**config.mk**
```make
export PLATFORM = sky130hd
export DESIGN_NAME = rv_exit_monitor
export DESIGN_NICKNAME = d
export VERILOG_FILES = /design/src/rtl/rv_exit_monitor.sv
export SDC_FILE = /design/constraint.sdc
export NUM_CORES = 1
export LEC_CHECK = 0
export BUFFER_PORTS_ARGS = -buffer_cell sky130_fd_sc_hd__buf_2
export CAP_MARGIN = 10
export CORE_MARGIN = 8
export CORE_UTILIZATION = 59
export CTS_BUF_LIST = sky130_fd_sc_hd__clkbuf_8
export DETAILED_ROUTE_END_ITERATION = 12
export PLACE_DENSITY = 0.95
export SYNTH_ARGS = -nofsm -noshare
export SYNTH_HDL_FRONTEND = slang
export SYNTH_SLANG_ARGS = --single-unit
```
**constraint.sdc**
```tcl
create_clock -name clk_i -period 9.36 [get_ports clk_i]
set_input_delay 0.468 -clock clk_i [delete_from_list [all_inputs] [get_ports clk_i]]
set_output_delay 0.468 -clock clk_i [all_outputs]
set_load 0.1 [all_outputs]
```
**src/rtl/rv_exit_monitor.sv**
```systemverilog
// Test-completion monitor: snoops hart writebacks/ecalls and latches a riscv-tests style exit result.
// Optional tohost store exit is enabled by defining RV_EXIT_MONITOR_TOHOST_EN.

module rv_exit_monitor_hart #(
  parameter logic [31:0] EXIT_ID = 32'h5d
) (
  input  logic        clk,
  input  logic        rst,
  input  logic        wb_en,
  input  logic [4:0]  wb_addr,
  input  logic [31:0] wb_data,
  input  logic        ecall,
  output logic        hit,
  output logic [31:0] a0_eff
);
  logic [31:0] a0_q, a7_q, a7_eff;
  logic        wb_a0, wb_a7;

  assign wb_a0 = wb_en && (wb_addr == 5'd10);
  assign wb_a7 = wb_en && (wb_addr == 5'd17);

  always_ff @(posedge clk or posedge rst) begin
    if (rst) begin
      a0_q <= '0;
      a7_q <= '0;
    end else begin
      if (wb_a0) a0_q <= wb_data;
      if (wb_a7) a7_q <= wb_data;
    end
  end

  // Same-cycle writeback bypasses the shadow so "li a7,93; ecall" pairs exit with no bubble.
  assign a0_eff = wb_a0 ? wb_data : a0_q;
  assign a7_eff = wb_a7 ? wb_data : a7_q;
  assign hit    = ecall && (a7_eff == EXIT_ID);
endmodule

module rv_exit_monitor #(
  parameter int          NUM_HARTS      = 1,
  parameter logic [31:0] EXIT_ID        = 32'h5d,
  parameter int          CNT_W          = 32,
  parameter int          TIMEOUT_CYCLES = 0,
  parameter logic [31:0] TOHOST_ADDR    = 32'h0000_1000
) (
  input  logic                    clk_i,
  input  logic                    rst_i,
  input  logic                    start_i,
  input  logic [NUM_HARTS-1:0]    wb_en_i,
  input  logic [5*NUM_HARTS-1:0]  wb_addr_i,
  input  logic [32*NUM_HARTS-1:0] wb_data_i,
  input  logic [NUM_HARTS-1:0]    ecall_i,
  input  logic [NUM_HARTS-1:0]    retire_i,
  input  logic                    st_en_i,
  input  logic [31:0]             st_addr_i,
  input  logic [31:0]             st_data_i,
  output logic                    done_o,
  output logic                    pass_o,
  output logic                    fail_o,
  output logic                    timeout_o,
  output logic [31:0]             exit_code_o,
  output logic [2:0]              exit_hart_o,
  output logic [CNT_W-1:0]        cycle_cnt_o,
  output logic [CNT_W-1:0]        instret_cnt_o
);
  typedef enum logic [1:0] {IDLE, RUN, DONE} state_t;

  typedef struct packed {
    logic        done;
    logic        pass;
    logic        fail;
    logic        timeout;
    logic [31:0] code;
    logic [2:0]  hart;
  } res_t;

  localparam logic [CNT_W-1:0] TO_LAST = CNT_W'(TIMEOUT_CYCLES - 1);

  state_t                        state, state_nx;
  res_t                          res, res_nx;
  logic [CNT_W-1:0]              cyc, cyc_nx, ins, ins_nx;
  logic [CNT_W:0]                ins_sum;
  logic [3:0]                    pop;
  logic [NUM_HARTS-1:0]          hit;
  logic [NUM_HARTS-1:0][31:0]    a0_eff;
  logic                          ec_any;
  logic [2:0]                    ec_hart;
  logic [31:0]                   ec_a0;
  logic                          th_hit;
  logic                          to_hit;

  for (genvar h = 0; h < NUM_HARTS; h++) begin : g_hart
    rv_exit_monitor_hart #(.EXIT_ID(EXIT_ID)) u_hart (
      .clk     (clk_i),
      .rst     (rst_i),
      .wb_en   (wb_en_i[h]),
      .wb_addr (wb_addr_i[5*h +: 5]),
      .wb_data (wb_data_i[32*h +: 32]),
      .ecall   (ecall_i[h]),
      .hit     (hit[h]),
      .a0_eff  (a0_eff[h])
    );
  end

`ifdef RV_EXIT_MONITOR_TOHOST_EN
  assign th_hit = st_en_i && (st_addr_i == TOHOST_ADDR) && st_data_i[0];
`else
  logic unused_tohost;
  assign unused_tohost = ^{st_en_i, st_addr_i, st_data_i, TOHOST_ADDR};
  assign th_hit        = 1'b0;
`endif

  assign to_hit = (TIMEOUT_CYCLES != 0) && (cyc == TO_LAST);

  always_comb begin
    pop = '0;
    for (int h = 0; h < NUM_HARTS; h++) pop = pop + 4'(retire_i[h]);
  end

  // Descending scan so the lowest-indexed exiting hart is the one left standing.
  always_comb begin
    ec_any  = 1'b0;
    ec_hart = '0;
    ec_a0   = '0;
    for (int h = NUM_HARTS - 1; h >= 0; h--) begin
      if (hit[h]) begin
        ec_any  = 1'b1;
        ec_hart = 3'(h);
        ec_a0   = a0_eff[h];
      end
    end
  end

  assign ins_sum = {1'b0, ins} + (CNT_W+1)'(pop);

  always_comb begin
    state_nx = state;
    res_nx   = res;
    cyc_nx   = cyc;
    ins_nx   = ins;
    case (state)
      IDLE: begin
        if (start_i) begin
          state_nx = RUN;
          cyc_nx   = '0;
          ins_nx   = '0;
        end
      end
      RUN: begin
        // The exit cycle itself is still counted before the counters freeze.
        cyc_nx = (&cyc) ? cyc : cyc + 1'b1;
        ins_nx = ins_sum[CNT_W] ? '1 : ins_sum[CNT_W-1:0];
        if (ec_any) begin
          state_nx     = DONE;
          res_nx.done  = 1'b1;
          res_nx.pass  = (ec_a0 == 32'd0);
          res_nx.fail  = (ec_a0 != 32'd0);
          res_nx.code  = ec_a0 >> 1;
          res_nx.hart  = ec_hart;
        end else if (th_hit) begin
          state_nx     = DONE;
          res_nx.done  = 1'b1;
          res_nx.pass  = (st_data_i == 32'd1);
          res_nx.fail  = (st_data_i != 32'd1);
          res_nx.code  = st_data_i >> 1;
          res_nx.hart  = 3'd0;
        end else if (to_hit) begin
          state_nx       = DONE;
          res_nx.done    = 1'b1;
          res_nx.fail    = 1'b1;
          res_nx.timeout = 1'b1;
          res_nx.code    = 32'd0;
          res_nx.hart    = 3'd0;
        end
      end
      default: ;
    endcase
  end

  always_ff @(posedge clk_i or posedge rst_i) begin
    if (rst_i) begin
      state <= IDLE;
      res   <= '0;
      cyc   <= '0;
      ins   <= '0;
    end else begin
      state <= state_nx;
      res   <= res_nx;
      cyc   <= cyc_nx;
      ins   <= ins_nx;
    end
  end

  assign done_o        = res.done;
  assign pass_o        = res.pass;
  assign fail_o        = res.fail;
  assign timeout_o     = res.timeout;
  assign exit_code_o   = res.code;
  assign exit_hart_o   = res.hart;
  assign cycle_cnt_o   = cyc;
  assign instret_cnt_o = ins;
endmodule

```
# [Yosys cells after proc, flatten, opt, wreduce, memory -nomap -nowiden]
# Cells that the tools add are included.
[classes] addsub=2 n_reduce_logical=12 eq_ne=7 n_mux=12
[ops] cell="two-way mux 32 bit" count=6
[ops] cell="case mux 32 bit (2 select lines)" count=2
[ops] cell="adder 32 x 1 -> 33 bit" count=1
[ops] cell="adder 32 x 1 -> 32 bit (second input constant)" count=1
[ops] cell="== test 32 x 7 -> 1 bit (second input constant)" count=1
[ops] cell="zero test 32 bit" count=1
[ops] cell="AND reduction 32 bit" count=1
[ops] cell="nonzero test 32 bit" count=1
[ops] cell="inequality test 2 bit (second input constant)" count=3
[ops] cell="AND reduction 3 bit" count=2
[ops] cell="== test 5 x 4 -> 1 bit (second input constant)" count=1
[ops] cell="== test 5 bit (second input constant)" count=1
[ops] cell="two-way mux 2 bit" count=2
[ops] cell="case mux 2 bit (2 select lines)" count=1
[ops] cell="AND reduction 2 bit" count=2
[ops] cell="logical AND 1 bit" count=3
[ops] cell="== test 2 x 1 -> 1 bit (second input constant)" count=1
[ops] cell="zero test 2 bit" count=1
[ops] cell="nonzero test 2 bit" count=1
[ops] cell="two-way mux 1 bit" count=1
[totals] output_inout_bits=103 reg_bits=164 input_bits=108 word_cells=42

# [Longest topological paths before layout]
# Gate-level depths: netlist (run 1).
[logic_depth] ltp_word=8 depth_mapped=9 depth_no_buf=7

# [Cells and area by module]
# A second synthesis (run 1) with hierarchy kept.
[hier_totals] cells_unflattened=710 hier_area_um2=8202.9
[by_module_without_submodules] mod="rv_exit_monitor" instances=1 seq_area_each_um2=2502.4 cells_per_inst=544 area_per_inst_um2=5357.6
[by_module_without_submodules] mod="rv_exit_monitor_hart" instances=1 seq_area_each_um2=1601.5 cells_per_inst=166 area_per_inst_um2=2845.2

# [Worst setup path before layout (run 1)]
# Ideal clock, no wire load.
[synth_timing] kind="reg2reg" start="reg ins[0], in the netlist instret_cnt_o[0]" end="reg ins[22], in the netlist instret_cnt_o[22]" setup_time_ps=69 setup_slack_ps=6357 stages_incl_launch_ff=10 n_path_buf=2 t_arrival_ps=2934 required_time_ps=9291 path_cell_list="dfrtp_1 > ha_1 > ha_1 > and3_1 > nand4_1 > buf_2 > or4_4 > buf_2 > o41ai_1 > a22o_1"
[synth_between] elab_chain_len=3
[synth_lines] item="start, declared" line="80" rtl="logic [CNT_W-1:0] cyc, cyc_nx, ins, ins_nx;"
[synth_lines] item="start signal, assigned" line="189" rtl="ins <= ins_nx;"
[synth_lines] item="adder 32 x 1 -> 33 bit" line="133" rtl="assign ins_sum = {1'b0, ins} + (CNT_W+1)'(pop);"
[synth_lines] item="two-way mux 32 bit" line="151" rtl="ins_nx = ins_sum[CNT_W] ? '1 : ins_sum[CNT_W-1:0];"
[synth_lines] item="case mux 32 bit (2 select lines)" line="140" rtl="case (state)"
# No other way between the ends.
# A chain may end at the register's enable or synchronous reset.

# [Worst setup path in the final report (run 1)]
[layout_timing] start="reg g_hart[0].u_hart.a7_q[27]" end="reg res (netlist bit exit_code_o[10])"
[layout_between] elab_chain_len=5
[layout_lines] item="start, declared" line="16" rtl="logic [31:0] a0_q, a7_q, a7_eff;"
[layout_lines] item="start signal, assigned" line="28" rtl="if (wb_a7) a7_q <= wb_data;"
[layout_lines] item="two-way mux 32 bit (*)"
[layout_lines] item="== test 32 x 7 -> 1 bit (*)" line="35" rtl="assign hit = ecall && (a7_eff == EXIT_ID);"
[layout_lines] item="logical AND 1 bit (*)" line="35"
[layout_lines] item="two-way mux 1 bit" line="125" rtl="if (hit[h]) begin"
[layout_lines] item="AND reduction 2 bit (no source line)"
[layout_lines] item="end signal, assigned" line="187" rtl="res <= res_nx;"
[layout_lines] item="end, declared" line="79" rtl="res_t res, res_nx;"
# Mark *: on every way between the ends. The rest lies on a longest branch, timed or not.

==> results.txt, run 1 <==
DP HPWL - 13.19 mm
Detailed-route DRC error count - 0
Slew HR - 0.1771
Layout Area Growth over Synthesis - 15.18%
Starting density of the core - 0.5966
Final setup vio count - 0
Hold Path Class - in2async
Register-to-Register Path Depth - 5
Final-stage net count - 938
Clock Tree Root - clkbuf_8
Synthesized flop and latch total - 164
Final min period - 3.075 ns
R2R Path End - exit_code_o[10]$_DFFE_PP0P_
Slew @ Worst Pin - 1.224 ns
GRT Total Usage - 0.2272
Post-synth cell types - 60
Outcome - complete, no violations
Clk sinks - 164
Max cap viols - 0
Commonest register cell after synthesis - dfrtp_1
EDFF count, synth - 0
Skew final - 0.01094 ns
CTS tree - yes
Clock buffer depth - 2
Fin. Hold Viols - 0
Power density over cell area - 201.5 mW/mm^2
Die Width - 131.0 um
First-pass iteration count of the detailed router - 5
Register area - 0.004104 sq mm
CTS Hold Bufs - 0
FP Rows - 42
Critical path data required time - 9.70 ns
H-Tree Depth - 4
Die H - 131.0 um
Startpoint Class - flip-flop
Total die area - 0.01717 sq mm
Area of the multi-input gates - 0.003427 sq mm
Worst r2r src - g_hart[0].u_hart.a7_q[27]$_DFF_PP0_
Placed cell area - 0.008551 sq mm
Max IR drop VDD - 0.1296 mV
Crit path DAT - 3.41 ns
Port Buffers - 140
Post_cts resized - 0
CP endpoint kind - flip-flop
Post-DR wirelength/cell - 18.46 um
Gr ovfl total - 0
WS Path Type - reg2reg
Synthesis warning total - 0
Vias in the first global route - 6254
Final instance area - 0.008991 sq mm
Register area share after synthesis - 0.5257
Largest net degree at the start of global routing - 87
CTS Buf Count - 17
Most common cell after layout, fill and taps aside - dfrtp_1
Clk slew on worst S/H paths - 0.09 ns
WL final - 18.77 mm
Layout fillers - 936
Asr flop ratio synth - 1.000
First-pass GRT wire length - 30.64 mm
Placeable Area - 0.01309 sq mm
Vias - 6246
Most frequent cells in the layout - 164 x dfrtp_1, 140 x buf_2, 95 x mux2_2
Cell leakage power - 0.004380 uW
R2R Setup Slk - 6.28 ns
Final total power - 1812 uW
Initial DRC count - 605
Period utilization - 0.3286
IO Count - 211
Syn avg cell area - 11.09 sq um
GPL Wtd Cong - 0.8206
Synth Instances - 704
TNS Setup - 0 ns
Pins Over Slew Limit - 0
Mapped cell area - 0.007806 sq mm
RSZ-0062 raised after global routing - false
Vias/cell - 6.142
Initial antenna violation count - 1
Routed Antenna Nets - 0
Post-CTS Setup Bufs - 0
Share of layout cells above drive strength 1 - 0.3369
Worst-Skew Late Latency - 0.46 ns
Worst-path fanout max - 35
Max Fclk - 0.3252 GHz
-- registers in the layout, summed over array words and instances, names as in the netlist --
register and cells:
g_hart.u_hart.a0_q 32, g_hart.u_hart.a7_q 32, pass_o 1, exit_code_o 31, done_o 1, state 2, instret_cnt_o 32, cycle_cnt_o 32
fail_o 1
-- final cells by class --
class	instances	share of cell area
tap	176	0.02449
sequential	164	0.4564
inverter	13	0.005984
multi-input combinational	485	0.3812
antenna	1	0.0002783
clock inverter	11	0.01656
timing repair buffer	146	0.08294
clock buffer	21	0.03215
-- synth_stat cells, types with 4 or more instances --
| cell type | n | area (sq um) |
|---|---|---|
| a211oi_1 | 5 | 37.54 |
| a21o_1 | 4 | 30.03 |
| a21oi_1 | 26 | 130.1 |
| a22o_1 | 9 | 78.83 |
| a31oi_1 | 7 | 43.79 |
| and3_1 | 6 | 37.54 |
| and4_1 | 14 | 122.6 |
| buf_4 | 7 | 52.55 |
| clkbuf_1 | 29 | 108.9 |
| dfrtp_1 | 164 | 4104 |
| inv_1 | 13 | 48.80 |
| mux2_2 | 95 | 1070 |
| nand2_1 | 55 | 206.5 |
| nand3_1 | 27 | 135.1 |
| nand4_1 | 23 | 143.9 |
| nor2_1 | 24 | 90.09 |
| nor3_1 | 11 | 55.05 |
| nor4_1 | 26 | 162.7 |
| o211ai_1 | 6 | 45.04 |
| o21ai_0 | 53 | 265.3 |
| o31ai_1 | 7 | 52.55 |
| or3_1 | 11 | 68.82 |
| or4_1 | 9 | 67.56 |
| xnor2_1 | 10 | 87.58 |
-- per-stage QoR --
step / cells / hold WS, ns / worst slack, ns / utilization
after floorplan: 708 / 0.4700 / 4.459 / -
after global placement: 984 / 0.4484 / 6.069 / 0.6535
after detailed placement: 984 / 0.4773 / 5.960 / 0.6535
after CTS: 1016 / 0.1380 / 6.172 / 0.6869
after global routing: 1017 / 0.1694 / 6.136 / 0.6871
final: 1017 / 0.1271 / 6.285 / 0.6871
-- where the power goes --
group | total [uW] | switching [uW] | internal, uW | leakage [uW]
clock | 550 | 257 | 293 | 0.000220
combinational | 403 | 303 | 101 | 0.00199
sequential | 858 | 68.7 | 789 | 0.00217
total | 1810 | 629 | 1180 | 0.00438
-- worst max-delay path, cell delays in order (launching register included) --
cell and delay (ns):
dfrtp_1 0.41, nor4_1 0.44, nand4_1 0.16, or4b_1 0.59, a21oi_4 0.90, mux2_2 0.44
-- logic make-up (layout without fill, tap and decap cells) --
logic type,Yosys count,after routing,synth area share
adder cells (fa/ha/maj),3,3,0.004809
AND/OR/NAND/NOR,233,233,0.1694
XOR/XNOR,11,11,0.01234
other,1,6,0.0004804
flip-flops,164,164,0.5257
multiplexers,98,98,0.1410
AO/OA/AOI/OAI,135,135,0.1087
buffers and inverters,59,191,0.03750
-- worst max path at each step --
stage / from / to / slack (ns) / depth (start not counted)
2_1_floorplan: rst_i / cycle_cnt_o[0]$_DFFE_PP0P_ / 4.46 / 1
3_3_place_gp: wb_data_i[19] / exit_code_o[19]$_DFFE_PP0P_ / 6.07 / 6
3_5_place_dp: wb_addr_i[1] / exit_code_o[10]$_DFFE_PP0P_ / 5.96 / 7
4_1_cts: g_hart[0].u_hart.a7_q[27]$_DFF_PP0_ / exit_code_o[10]$_DFFE_PP0P_ / 6.17 / 5
5_1_grt: g_hart[0].u_hart.a7_q[27]$_DFF_PP0_ / exit_code_o[10]$_DFFE_PP0P_ / 6.14 / 5
6_report: g_hart[0].u_hart.a7_q[27]$_DFF_PP0_ / exit_code_o[10]$_DFFE_PP0P_ / 6.28 / 5
-- routing by layer --
layer / vias up / global-route usage / share of wire
li1: 2873 / - / -
met1: 3098 / 0.2678 / 0.40
met2: 250 / 0.3869 / 0.50
met3: 25 / 0.06778 / 0.082
met4: 0 / 0.07968 / 0.016
met5: - / 0 / 0
Note: power is estimated with default switching activity, not from simulation.
==> inputs of run 2 (changes only) <==
--- a/config.mk
+++ b/config.mk
@@ -5,13 +5,14 @@
 export SDC_FILE = /design/constraint.sdc
 export NUM_CORES = 1
 export LEC_CHECK = 0
+export ABC_AREA = 1
 export BUFFER_PORTS_ARGS = -buffer_cell sky130_fd_sc_hd__buf_2
 export CAP_MARGIN = 10
 export CORE_MARGIN = 8
-export CORE_UTILIZATION = 59
+export CORE_UTILIZATION = 55
 export CTS_BUF_LIST = sky130_fd_sc_hd__clkbuf_8
 export DETAILED_ROUTE_END_ITERATION = 12
-export PLACE_DENSITY = 0.95
+export PLACE_DENSITY = 0.89
 export SYNTH_ARGS = -nofsm -noshare
 export SYNTH_HDL_FRONTEND = slang
 export SYNTH_SLANG_ARGS = --single-unit
==> constraint.sdc (replaced) <==
create_clock -name clk_i -period 3.2 [get_ports clk_i]
set_input_delay 0.16 -clock clk_i [delete_from_list [all_inputs] [get_ports clk_i]]
set_output_delay 0.16 -clock clk_i [all_outputs]
set_load 0.1 [all_outputs]
==> run 2 against run 1 <==
  * Setup slack got worse by 5.7 ns
  * Total power increased by 140%
  * Register-to-register slack got worse by 5.7 ns
  * Core utilization decreased by 3.3 points
  * Clock skew about the same
  * Design area increased by 9.8%
  * Die area increased by 14%
  * Critical endpoint is now instret_cnt_o[18]$_DFFE_PP0P_
  * Worst hold slack got worse by 0.094 ns
  * First-iteration DRC count increased by 9.8%
  * Non-clock buffer count increased by 28
  * Fmax increased by 19%
  * Via count increased by 28%
==> results.txt, run 2 <==
Skew final - 0.01109 ns (was 0.01094 ns)
Critical path data required time - 3.58 ns (was 9.70 ns)
Fin cells - 1462 (was 1017)
CTS Hold Bufs - 17 (was 0)
DP HPWL - 16.63 mm (was 13.19 mm)
Final core occ - 0.6545 (was 0.6871)
Synth Instances - 1105 (was 704)
WS Path Type - reg2reg (unchanged)
Post-synth cell types - 43 (was 60)
RSZ-0062 raised after global routing - false (unchanged)
GRT Total Usage - 0.2370 (was 0.2272)
Clock buffer depth - 2 (unchanged)
Gr ovfl total - 0 (unchanged)
Clock Tree Root - clkbuf_8 (unchanged)
Synth top area cells - dfrtp_1 49%, nand2_1 12%, nor2_1 8.3% (was dfrtp_1 53%, mux2_2 14%, o21ai_0 3.4%)
Post_cts resized - 0 (unchanged)
EDFF count, synth - 0 (unchanged)
Initial antenna violation count - 0 (was 1)
Max Fclk - 0.3880 GHz (was 0.3252 GHz)
Starting density of the core - 0.5587 (was 0.5966)
Layout Area Growth over Synthesis - 17.14% (was 15.18%)
Final setup vio count - 0 (unchanged)
Cell leakage power - 0.005238 uW (was 0.004380 uW)
Initial DRC count - 664 (was 605)
Antenna cell count - 0 (was 1)
Synthesis warning total - 0 (unchanged)
Most common cell in the netlist - nand2_1 (was dfrtp_1)
Area of the multi-input gates - 0.003669 sq mm (was 0.003427 sq mm)
Power density over cell area - 439.8 mW/mm^2 (was 201.5 mW/mm^2)
Worst-Skew Late Latency - 0.46 ns (about the same)
Startpoint Class - flip-flop (unchanged)
H-Tree Depth - 4 (unchanged)
Syn avg cell area - 7.629 sq um (was 11.09 sq um)
First-pass GRT wire length - 37.81 mm (was 30.64 mm)
CP peak stage delay - 0.38 ns (was 0.90 ns)
Most common cell after layout, fill and taps aside - nand2_1 (was dfrtp_1)
Max IR drop VDD - 0.2565 mV (was 0.1296 mV)
Largest net degree at the start of global routing - 165 (was 87)
Clk slew on worst S/H paths - 0.09 ns (about the same)
Placed instance count - 1413 (was 984)
Hold Path Class - in2reg (was in2async)
Post-CTS Setup Bufs - 0 (unchanged)
Register area share after synthesis - 0.4868 (was 0.5257)
Slew @ Worst Pin - 0.8798 ns (was 1.224 ns)
Routed Antenna Nets - 0 (unchanged)
Die Width - 139.8 um (was 131.0 um)
Vias in the first global route - 7710 (was 6254)
Slowest cell on crit path - dfrtp_1 (was a21oi_4)
Commonest register cell after synthesis - dfrtp_1 (unchanged)
Synth top area share - 0.4868 (was 0.5257)
Vias/cell - 5.484 (was 6.142)
Layout fillers - 1305 (was 936)
Vias - 8018 (was 6246)
CP endpoint kind - flip-flop (unchanged)
Most common cell on crit path - nand2_1
IO Count - 211 (unchanged)
Outcome - complete, no violations (unchanged)
Asr flop ratio synth - 1.000 (unchanged)
Final min period - 2.577 ns (was 3.075 ns)
Worst-path fanout max - 4 (was 35)
Clk sinks - 164 (unchanged)
Placeable Area - 0.01509 sq mm (was 0.01309 sq mm)
Slew HR - 0.4134 (was 0.1771)
CTS Buf Count - 17 (unchanged)
Pins Over Slew Limit - 0 (unchanged)
Synthesized flop and latch total - 164 (unchanged)
Share of layout cells above drive strength 1 - 0.1656 (was 0.3369)
Total die area - 0.01955 sq mm (was 0.01717 sq mm)
Port Buffers - 140 (unchanged)
Die H - 139.8 um (was 131.0 um)
Fin. Hold Viols - 0 (unchanged)
Post-DR wirelength/cell - 15.81 um (was 18.46 um)
TNS Setup - 0 ns (unchanged)
Most frequent cells in the layout - 268 x nand2_1, 185 x nor2_1, 164 x dfrtp_1 (was 164 x dfrtp_1, 140 x buf_2, 95 x mux2_2)
Synth top cells by count - 268 x nand2_1, 186 x nor2_1, 164 x dfrtp_1 (was 164 x dfrtp_1, 95 x mux2_2, 55 x nand2_1)
Final-stage net count - 1372 (was 938)
Mapped cell area - 0.008431 sq mm (was 0.007806 sq mm)
Detailed-route DRC error count - 0 (unchanged)
First-pass iteration count of the detailed router - 6 (was 5)
Max cap viols - 0 (unchanged)
Crit path DAT - 2.95 ns (was 3.41 ns)
Crit path cell chain - ha_1, ha_1, nand2_1, nor2_1, nand3_1, nor2_2, nand3_1, nor2_2, nand2_1, nor2_1, inv_1, nand2_1, o21ai_0, o21ai_0 (was nor4_1, nand4_1, or4b_1, a21oi_4, mux2_2)
Register area - 0.004104 sq mm (unchanged)
Period utilization - 0.8054 (was 0.3286)
GPL Wtd Cong - 0.9522 (was 0.8206)
CTS tree - yes (unchanged)
WL final - 23.12 mm (was 18.77 mm)
Area leader, netlist - dfrtp_1 (unchanged)
FP Rows - 45 (was 42)
-- run 2: cell types whose count changed in the layout (fill, tap and decap cells not counted), sizes merged, moves of 11 or more --
cell,change
nand2,+213
nor2,+170
inv,+106
mux2,-96
nand3,+51
o21ai,+32
nor3,+26
xor2,+26
nor4,-19
dlygate4sd3,+17
a21oi,-14
and4,-14
buf,+11
or4,-11
-- run 2: final timing paths --
kind                                              startpoint                             endpoint  slack (ns)  cells past startpoint
worst max-delay path            instret_cnt_o[0]$_DFFE_PP0P_        instret_cnt_o[18]$_DFFE_PP0P_        0.62                     14
worst max register to register  instret_cnt_o[0]$_DFFE_PP0P_        instret_cnt_o[18]$_DFFE_PP0P_        0.62                     14
max in group asynchronous                              rst_i  g_hart[0].u_hart.a0_q[19]$_DFF_PP0_        2.08                      4
worst min-delay path                           wb_data_i[26]  g_hart[0].u_hart.a0_q[26]$_DFF_PP0_        0.03                      3
min in group asynchronous                              rst_i        instret_cnt_o[30]$_DFFE_PP0P_        0.46                      4
worst min register to register            done_o$_DFFE_PP0P_                   done_o$_DFFE_PP0P_        0.48                      1
-- run 2: stage by stage --
step / setup WS, ns / power [uW] / hold WS (ns) / area (sq um)
2_1_floorplan: 0.2236 / 2665 / 0.2877 / 8449
3_3_place_gp: 0.7946 / 2780 / 0.4359 / 9295
3_5_place_dp: 0.6802 / 2809 / 0.4493 / 9295
4_1_cts: 0.6514 / 4355 / 0.004998 / 9876
5_1_grt: 0.3717 / 4548 / 0.009053 / 9876
6_report: 0.6226 / 4344 / 0.03326 / 9876
-- run 2: layout make-up --
type	instances	area share
Clock buffer	18	0.02509
Sequential cell	164	0.4156
Timing Repair Buffer	174	0.1024
Inverter	118	0.04523
Multi-Input combinational cell	786	0.3715
Tap cell	188	0.02382
Clock inverter	14	0.01647
-- run 2: worst max-delay path: cells and delay by family (launching register included) --
kind	cells	cell delay, ns
simple gates	9	1.44
flops	1	0.38
compound gates	2	0.16
fa+ha+maj	2	0.37
buf+inv	1	0.13
-- run 2: cell families after synthesis --
logic type      Yosys count  synth area share
compound gates          118           0.07599
simple gates            628            0.3189
xor+xnor                 32           0.03324
flops                   164            0.4868
other cells               1         0.0004448
fa+ha+maj                 3          0.004453
buf+inv                 159           0.08014
-- run 2: layer usage --
layer	global-route usage	share of wire	wire length [um]	up-vias
li1	-	-	-	3838
met1	0.2902	0.42	9595	3786
met2	0.4008	0.49	11210	346
met3	0.05985	0.079	1817	48
met4	0.07886	0.021	489	0
met5	0	0	0	-
-- run 2: power by group --
part	switching [uW]	internal (uW)
registers	38.7	2220
logic	369	165
clock network	765	789
==> inputs of run 3 (changes only) <==
==> constraint.sdc (replaced) <==
create_clock -name clk_i -period 2.65 [get_ports clk_i]
set_input_delay 0.1325 -clock clk_i [delete_from_list [all_inputs] [get_ports clk_i]]
set_output_delay 0.1325 -clock clk_i [all_outputs]
set_load 0.1 [all_outputs]
==> run 3 against run 2 <==
  * Sequential cell count is the same
  * Combinational power grew 25%
  * Count of clock-buffer cells in the layout is the same
  * Global-route usage grew 0.96 points
  * First-iteration DRC count shrank 2.1%
  * Critical path depth shrank 3
  * Register-to-register slack lost 0.40 ns
  * Critical path type unchanged
==> results.txt, run 3 (same netlist as run 2, synthesis figures left out) <==
Critical path data required time - 3.03 ns (was 3.58 ns)
Slew HR - 0.5934 (was 0.4134)
Fin. Hold Viols - 0 (unchanged)
Vias - 8118 (was 8018)
Worst-path fanout max - 10 (was 4)
Worst hold path endpoint - g_hart[0].u_hart.a7_q[20]$_DFF_PP0_ (was g_hart[0].u_hart.a0_q[26]$_DFF_PP0_)
H-Tree Depth - 4 (unchanged)
Clk sinks - 164 (unchanged)
Top sig layer - met4 (unchanged)
Final min period - 2.427 ns (was 2.577 ns)
IO Count - 211 (unchanged)
R2R Setup Slk - 0.22 ns (was 0.62 ns)
Routed wl met3 - 2.006 mm (was 1.817 mm)
Slew @ Worst Pin - 0.6086 ns (was 0.8798 ns)
Period utilization - 0.9159 (was 0.8054)
Gr ovfl total - 0 (unchanged)
Pins Over Slew Limit - 0 (unchanged)
RSZ-0062 raised after global routing - false (unchanged)
Power Internal - 3575 uW (was 3171 uW)
Die H - 139.8 um (unchanged)
DR WL met2 - 11.38 mm (was 11.21 mm)
Cell leakage power - 0.005295 uW (was 0.005238 uW)
Detailed-route DRC error count - 0 (unchanged)
Share of total power in sequential cells - 0.540 (was 0.519)
TNS Setup - 0 ns (unchanged)
Startpoint Class - flip-flop (unchanged)
DP HPWL - 16.72 mm (was 16.63 mm)
Net Sw Frac - 0.2921 (was 0.2700)
Initial DRC count - 650 (was 664)
Clock Tree Root - clkbuf_8 (unchanged)
Initial antenna violation count - 0 (unchanged)
First-pass GRT wire length - 39.10 mm (was 37.81 mm)
Comb pwr share - 0.132 (was 0.123)
Placed cell area - 0.009371 sq mm (was 0.009295 sq mm)
Placed instance count - 1419 (was 1413)
Final-stage net count - 1393 (was 1372)
Clk pwr share - 0.328 (was 0.358)
NetSw - 1475 uW (was 1173 uW)
Routed Antenna Nets - 0 (unchanged)
WL final - 23.71 mm (was 23.12 mm)
Hold Path Class - in2reg (unchanged)
Register-to-Register Path Depth - 11 (was 14)
Final setup vio count - 0 (unchanged)
Layout fillers - 1243 (was 1305)
Power density over cell area - 502.3 mW/mm^2 (was 439.8 mW/mm^2)
CP endpoint kind - flip-flop (unchanged)
Most frequent cells in the layout - 267 x nand2_1, 185 x nor2_1, 159 x dfrtp_1 (was 268 x nand2_1, 185 x nor2_1, 164 x dfrtp_1)
Share of layout cells above drive strength 1 - 0.1792 (was 0.1656)
Wl on met1 - 9.644 mm (was 9.595 mm)
Antenna cell count - 0 (unchanged)
Max IR drop VDD - 0.2968 mV (was 0.2565 mV)
Total die area - 0.01955 sq mm (unchanged)
GRT Total Usage - 0.2466 (was 0.2370)
Clk slew on worst S/H paths - 0.09 ns (about the same)
CTS Buf Count - 17 (unchanged)
Largest net degree at the start of global routing - 96 (was 165)
Port Buffers - 140 (unchanged)
Vias in the first global route - 7955 (was 7710)
Hold Startpoint - wb_data_i[20] (was wb_data_i[26])
Vias/cell - 5.474 (was 5.484)
Worst r2r src - instret_cnt_o[0]$_DFFE_PP0P_ (unchanged)
Most common cell after layout, fill and taps aside - nand2_1 (unchanged)
Placeable Area - 0.01509 sq mm (unchanged)
CTS tree - yes (unchanged)
Hold path depth - 3 (unchanged)
Crit path DAT - 2.80 ns (was 2.95 ns)
Max Fclk - 0.4120 GHz (was 0.3880 GHz)
Max cap viols - 0 (unchanged)
Clock buffer depth - 2 (unchanged)
Post-DR wirelength/cell - 15.99 um (was 15.81 um)
Worst-Skew Late Latency - 0.47 ns (was 0.46 ns)
Outcome - complete, no violations (unchanged)
FP Rows - 45 (unchanged)
GPL Wtd Cong - 0.9559 (was 0.9522)
Fin cells - 1483 (was 1462)
Die Width - 139.8 um (unchanged)
WS Path Type - reg2reg (unchanged)
Final instance area - 0.01005 sq mm (was 0.009876 sq mm)
Final core occ - 0.6663 (was 0.6545)
First-pass iteration count of the detailed router - 6 (unchanged)
Layout Area Growth over Synthesis - 19.26% (was 17.14%)
R2R Path End - instret_cnt_o[8]$_DFFE_PP0P_ (was instret_cnt_o[18]$_DFFE_PP0P_)
Skew final - 0.01827 ns (was 0.01109 ns)
Starting density of the core - 0.5587 (unchanged)
[run 3: layout make-up]
cell class,count,area (sq um),share of cell area
clock buffer,18,247.7,0.02464
clock inverter,14,103.9,0.01033
inverter,118,450.4,0.04480
multi-input combinational,786,3699,0.3678
sequential,164,4110,0.4088
tap,188,235.2,0.02339
timing repair buffer,195,1209,0.1202
[run 3: how the worst max path moves through the flow]
stage                                    endpoint  depth (start not counted)                         start  slack [ns]
finish               instret_cnt_o[8]$_DFFE_PP0P_                         11  instret_cnt_o[0]$_DFFE_PP0P_        0.22
CTS                  instret_cnt_o[5]$_DFFE_PP0P_                         11  instret_cnt_o[0]$_DFFE_PP0P_         0.1
global placement     instret_cnt_o[5]$_DFFE_PP0P_                         11  instret_cnt_o[0]$_DFFE_PP0P_        0.19
detailed placement   instret_cnt_o[4]$_DFFE_PP0P_                         11  instret_cnt_o[0]$_DFFE_PP0P_        0.13
floorplan           instret_cnt_o[26]$_DFFE_PP0P_                         13  instret_cnt_o[0]$_DFFE_PP0P_       0.003
global route         instret_cnt_o[3]$_DFFE_PP0P_                         11  instret_cnt_o[0]$_DFFE_PP0P_        0.02
[run 3: through the flow]
| step | hold WS [ns] | total power [uW] | setup slack [ns] |
|---|---|---|---|
| after floorplan | 0.2602 | 3218 | 0.002800 |
| after global placement | 0.2386 | 3362 | 0.1891 |
| after detailed placement | 0.2448 | 3391 | 0.1289 |
| after CTS | 0.0001771 | 5058 | 0.09673 |
| after global routing | 0.009661 | 5302 | 0.02276 |
| final | 0.02320 | 5050 | 0.2229 |
[run 3: critical path, stage by stage, from the launching register on]
cell and delay [ns]:
dfrtp_2 0.40, ha_4 0.13, ha_1 0.17, nand2_1 0.06
nor2_1 0.16, nand3_1 0.14, nor2_2 0.22, nand4_1 0.23
nor3_2 0.36, buf_4 0.25, o21ai_0 0.09, o21ai_0 0.11
[run 3: power groups by stage]
stage          clock network, uW  logic (uW)  registers, uW
6_report                    1660         666           2730
5_1_grt                     1800         759           2740
4_1_cts                     1680         655           2720
3_5_place_dp                   0         617           2770
3_3_place_gp                   0         597           2770
2_1_floorplan                  0         454           2760
[run 3: what timing repair did]
item                                    CTS  global route
hold buffers                             28             0
buffers inserted                          0             4
endpoints found under the setup margin    0            30
hold endpoints to repair                 61             0
resized for setup                         0             5
[run 3: layer usage]
layer	track usage	vias to the layer above
met3	0.06327	68
li1	-	3887
met4	0.1006	0
met5	0	-
met2	0.4090	399
met1	0.3012	3764
